$ cat src/rtl/alu_pkg.sv
// Shared definitions for the ALU arbiter: opcodes, FSM states and operand lane helpers.
// Requests are 2 lanes wide; lane i of each packed bus belongs to requester i.
package alu_pkg;

  localparam logic [7:0] OP_ADD = 8'h01;
  localparam logic [7:0] OP_MUL = 8'h02;

  localparam int NREQ  = 2;
  localparam int OP_W  = 8;
  localparam int DAT_W = 32;

  typedef enum logic [1:0] {
    IDLE,
    ISSUE,
    CAPTURE,
    RESP
  } state_t;

  function automatic logic op_supported(input logic [OP_W-1:0] op);
    return (op == OP_ADD) || (op == OP_MUL);
  endfunction

  function automatic logic [OP_W-1:0] op_lane(input logic [NREQ*OP_W-1:0] v, input logic idx);
    return idx ? v[2*OP_W-1:OP_W] : v[OP_W-1:0];
  endfunction

  function automatic logic [DAT_W-1:0] dat_lane(input logic [NREQ*DAT_W-1:0] v, input logic idx);
    return idx ? v[2*DAT_W-1:DAT_W] : v[DAT_W-1:0];
  endfunction

endpackage

$ cat src/rtl/rr_arbiter_2.sv
// Two-way round-robin grant: a lone requester wins; on contention the one not granted last wins.
// Purely combinational, zero latency; no backpressure of its own.
module rr_arbiter_2 (
  input  logic [1:0] req,
  input  logic       last_grant,
  output logic [1:0] grant
);

  always_comb begin
    grant = 2'b00;
    case (req)
      2'b01:   grant = 2'b01;
      2'b10:   grant = 2'b10;
      2'b11:   grant = last_grant ? 2'b01 : 2'b10;
      default: grant = 2'b00;
    endcase
  end

endmodule

$ cat src/rtl/alu_arbiter.sv
// Shares one external ALU between two requesters, one transaction in flight; response after ALU_LAT+2 cycles
// (1 cycle for unsupported opcodes). Holds the response until the winner's rsp_ready; no new accept meanwhile.
module alu_arbiter
  import alu_pkg::*;
#(
  parameter int ALU_LAT = 1
) (
  input  logic                   clk,
  input  logic                   rst,
  input  logic [NREQ-1:0]        req_valid,
  output logic [NREQ-1:0]        req_ready,
  input  logic [NREQ*OP_W-1:0]   req_opcode,
  input  logic [NREQ*DAT_W-1:0]  req_a,
  input  logic [NREQ*DAT_W-1:0]  req_b,
  output logic [NREQ-1:0]        rsp_valid,
  input  logic [NREQ-1:0]        rsp_ready,
  output logic [DAT_W-1:0]       rsp_result,
  output logic                   rsp_err,
  output logic [OP_W-1:0]        alu_opcode,
  output logic [DAT_W-1:0]       alu_a,
  output logic [DAT_W-1:0]       alu_b,
  input  logic [DAT_W-1:0]       alu_result,
  output logic                   busy
);

  // The counter runs ALU_LAT-1 .. 0, one ISSUE cycle per count.
  localparam logic [3:0] LAT_M1 = 4'(ALU_LAT - 1);

  state_t           state;
  logic             last_grant;
  logic [3:0]       cnt;
  logic             win;
  logic [NREQ-1:0]  grant;
  logic             sel;
  logic [OP_W-1:0]  sel_op;
  logic [DAT_W-1:0] sel_a;
  logic [DAT_W-1:0] sel_b;
  logic             accept;

  rr_arbiter_2 u_rr (
    .req        (req_valid),
    .last_grant (last_grant),
    .grant      (grant)
  );

  assign sel    = grant[1];
  assign sel_op = op_lane(req_opcode, sel);
  assign sel_a  = dat_lane(req_a, sel);
  assign sel_b  = dat_lane(req_b, sel);

  // Gated by rst so nothing looks accepted while the block is held in reset.
  assign req_ready = (state == IDLE && !rst) ? grant : '0;
  assign accept    = |(req_valid & req_ready);
  assign busy      = (state != IDLE);

  always_ff @(posedge clk) begin
    if (rst) begin
      state      <= IDLE;
      last_grant <= 1'b1;
      cnt        <= 4'd0;
      win        <= 1'b0;
      rsp_valid  <= '0;
      rsp_result <= '0;
      rsp_err    <= 1'b0;
      alu_opcode <= '0;
      alu_a      <= '0;
      alu_b      <= '0;
    end else begin
      case (state)
        IDLE: begin
          if (accept) begin
            win        <= sel;
            last_grant <= sel;
            if (op_supported(sel_op)) begin
              alu_opcode <= sel_op;
              alu_a      <= sel_a;
              alu_b      <= sel_b;
              cnt        <= LAT_M1;
              state      <= ISSUE;
            end else begin
              // Unsupported: the ALU is never touched, answer with an error at once.
              rsp_result <= '0;
              rsp_err    <= 1'b1;
              rsp_valid  <= grant;
              state      <= RESP;
            end
          end
        end
        ISSUE: begin
          if (cnt == 4'd0) begin
            state <= CAPTURE;
          end else begin
            cnt <= cnt - 4'd1;
          end
        end
        CAPTURE: begin
          rsp_result <= alu_result;
          rsp_err    <= 1'b0;
          rsp_valid  <= win ? 2'b10 : 2'b01;
          state      <= RESP;
        end
        RESP: begin
          if (rsp_ready[win]) begin
            rsp_valid <= '0;
            state     <= IDLE;
          end
        end
        default: state <= IDLE;
      endcase
    end
  end

endmodule

$ cat config.mk
export PLATFORM = sky130hd
export DESIGN_NAME = alu_arbiter
export DESIGN_NICKNAME = d
export VERILOG_FILES = /design/src/rtl/alu_pkg.sv /design/src/rtl/rr_arbiter_2.sv /design/src/rtl/alu_arbiter.sv
export SDC_FILE = /design/constraint.sdc
export NUM_CORES = 1
export LEC_CHECK = 0
export ABC_AREA = 1
export CORE_MARGIN = 2
export CORE_UTILIZATION = 43
export DETAILED_ROUTE_END_ITERATION = 6
export PLACE_DENSITY = 0.95
export REMOVE_ABC_BUFFERS = 1
export SLEW_MARGIN = 20
export SYNTH_ARGS = -nofsm -noshare
export SYNTH_HDL_FRONTEND = slang
export SYNTH_SLANG_ARGS = --single-unit
export TNS_END_PERCENT = 100
$ cat constraint.sdc
create_clock -name clk -period 4 [get_ports clk]
set_input_delay 0.6 -clock clk [delete_from_list [all_inputs] [get_ports clk]]
set_output_delay 0.6 -clock clk [all_outputs]
set_load 0.1 [all_outputs]
==> run metrics <==
DRC Markers 0; CTS H-tree depth 4; max-cap violations 0; clock root buffer clkbuf_16; ys flop type dfxtp_1; count leader, synth nand2_1; number of global-route vias before repair 6128; max-slew violation count 0; share of the synthesized area in the top cell type 41.7%; CP Data Required Time 3.40 ns; vias per cell 4.83; r2r startpoint state[0]$_SDFFE_PP0P_; Worst Setup Start Kind input pin; core area 12600 sq um; Hold Path Class reg2reg; sequential fraction of the synthesis area 41.7%; crit path cell chain clkdlybuf4s50_1, a21oi_4, buf_4, nand2_1, inv_1, buf_4; worst path arrival time 2.61 ns; Initial Utilization 43.9%; Critical Path Stages 6; transition time of the tightest slew-check pin 1.05 ns; ANT cells 0; max_slew headroom 30.1%; worst-path maximum fanout 50; die height 117 um; first-pass detailed-route iteration total 6; Mapped Avg Cell Area 6.23 sq um; First DRT Iteration DRCs 472; Worst-path clk slew 0.05 ns; Clock Sinks 115; Final setup viols 0; CP peak stage delay 0.51 ns; Final Non-Filler Cells 1338; Final Cycle Share 80.2%; Port Buf Inserts 291; PwrDens 588 nW/um^2; hold_buf cts 0; Rows 41; HPWL Detailed 13.5 mm; Gate Count Post-Synth 885; Synth area leaders dfxtp_1 42%, nand2_1 30%, a21oi_1 6.3%; routed vias 6466; die width 117 um; nature of the critical path endpoint output port; worst r2r path cells 11; leakage 0.00388 uW; RSZ-0062 raised after global routing no; cell taking the most area after synthesis dfxtp_1; top post-synthesis cells by count 446 x nand2_1, 115 x dfxtp_1, 90 x nor2_1, 69 x a21oi_1, 43 x inv_1; layout cells sized above 1 4.63%; CP endpoint req_ready[1]; GRT Resource Usage Total 26.3%; Mapped Area 5520 sq um; Placer Congestion 0.914; # placed instances 1306; postcts setup bufs 0; final setup skew 0.00801 ns; crit-path leading delay family buffers and inverters; number of synthesized flops with an enable pin 0; Setup CP Type in2out; I/O pins 292; later-pin clock latency in the skew report 0.40 ns; clock tree from TritonCTS built; Async SR Flop Fraction 0%; Final Hold Fails 0; fin crit period 3.21 ns; synthesized flop and latch total 115; first-pass GRT wire length 28.4 mm; die footprint 13800 sq um; cts repair resizes 0; number of clock buffers inserted by TritonCTS 17; antenna violations before repair 0; most used cell, CP buf_4; GRT overflow 0; R2R Path End rsp_result[1]$_SDFFE_PP0P_; Longest Clk Path Bufs 2; Synth Warn # 0; Achievable Freq 312 MHz; Post-Route WL 18.6 mm; peak supply drop 323 uV; Final #Nets 1341; status completed; setup TNS 0 ns; largest net degree at the start of global routing 73; slowest CP cell clkdlybuf4s50_1; worst reg2reg setup slack 1.17 ns; Detail Route Antenna Nets 0; Wirelength per Cell 13.9 um; Synth cell types 27; Area Growth Syn to Fin 63.8%; CP startpoint req_valid[0]; WP buf/inv 4
==> metrics by stage <==
step                      total power (uW)  setup WS [ns]  hold WS, ns  util (%)  cell area (sq um)
after global routing                  5570          0.672        0.468      71.9               9040
after detailed placement              3890          0.582        0.429      67.4               8470
after CTS                             5320          0.805        0.439      71.9               9040
final                                 5310          0.791        0.437      71.9               9040
after floorplan                       3190         0.0614        0.474         -               5260
after global placement                3840          0.709        0.425      67.4               8470
==> state kept, by name, summed over array words and instances, names as in the netlist <==
register	count
alu_a	32
alu_b	32
cnt	4
last_grant	1
rsp_result	32
rsp_valid	2
state	2
win	1
rsp_err	1
alu_opcode	8
==> worst register-to-register path: cells and delay by family (launching register included) <==
kind | cells | cell delay [ns]
simple gates | 4 | 0.75
fa+ha+maj | 1 | 0.28
flops | 1 | 0.34
buf+inv | 4 | 1.05
compound gates | 2 | 0.37
==> report_power, final <==
part           switching, uW  total (uW)  internal (uW)
clock                    537        1420            881
sequential              97.1        1410           1310
combinational           1800        2490            684
total                   2440        5310           2870
==> worst min-delay path by stage <==
stage,startpoint,to,slack (ns),cells past startpoint
2_1_floorplan,cnt[1]$_SDFFE_PP0P_,cnt[1]$_SDFFE_PP0P_,0.47,2
3_3_place_gp,alu_opcode[3]$_SDFFE_PP0P_,alu_opcode[3]$_SDFFE_PP0P_,0.43,2
3_5_place_dp,alu_opcode[4]$_SDFFE_PP0P_,alu_opcode[4]$_SDFFE_PP0P_,0.43,2
4_1_cts,alu_opcode[4]$_SDFFE_PP0P_,alu_opcode[4]$_SDFFE_PP0P_,0.44,2
5_1_grt,alu_opcode[2]$_SDFFE_PP0P_,alu_opcode[2]$_SDFFE_PP0P_,0.47,2
6_report,alu_opcode[4]$_SDFFE_PP0P_,alu_opcode[4]$_SDFFE_PP0P_,0.44,2
==> kinds of logic after synthesis <==
kind of cell	Yosys count	synth area share [%]
AO/OA/AOI/OAI	90	8.66
adder cells (fa/ha/maj)	6	1.36
buffers and inverters	98	7.76
flip-flops	115	41.7
AND/OR/NAND/NOR	576	40.5
==> cell usage in the layout, fill, tap and decap left out, drive strengths merged <==
cell type / Yosys / routed
nand4: 2 / 2
o22ai: 1 / 1
a22oi: 1 / 1
inv: 45 / 45
clkdlybuf4s50: 0 / 288
nor3: 2 / 2
o31ai: 1 / 1
o21ai: 13 / 13
clkinv: 0 / 5
clkinvlp: 0 / 7
bufinv: 0 / 1
or2: 1 / 1
nor2: 91 / 91
a21o: 1 / 1
nor4: 1 / 1
clkbuf: 36 / 19
a31oi: 3 / 3
nand2: 446 / 446
buf: 17 / 14
nand3: 33 / 33
ha: 6 / 6
a21oi: 70 / 70
dfxtp: 115 / 115
==> layout make-up <==
cell class / count / area, sq um
multi-input combinational: 672 / 2790
tap: 172 / 215
fill: 976 / 3530
clock buffer: 19 / 453
sequential: 115 / 2300
inverter: 45 / 169
timing repair buffer: 302 / 3000
clock inverter: 13 / 111
==> metal layers <==
layer	up-vias	global-route usage (%)	part of all wire (%)	wire length [um]
met3	67	7.16	7.1	1320
li1	3255	-	-	-
met4	0	14.5	4.9	903
met5	-	0	0	0
met2	251	46.7	50	9250
met1	2893	28.3	38	7150
Power figures use the tool's default switching activity.
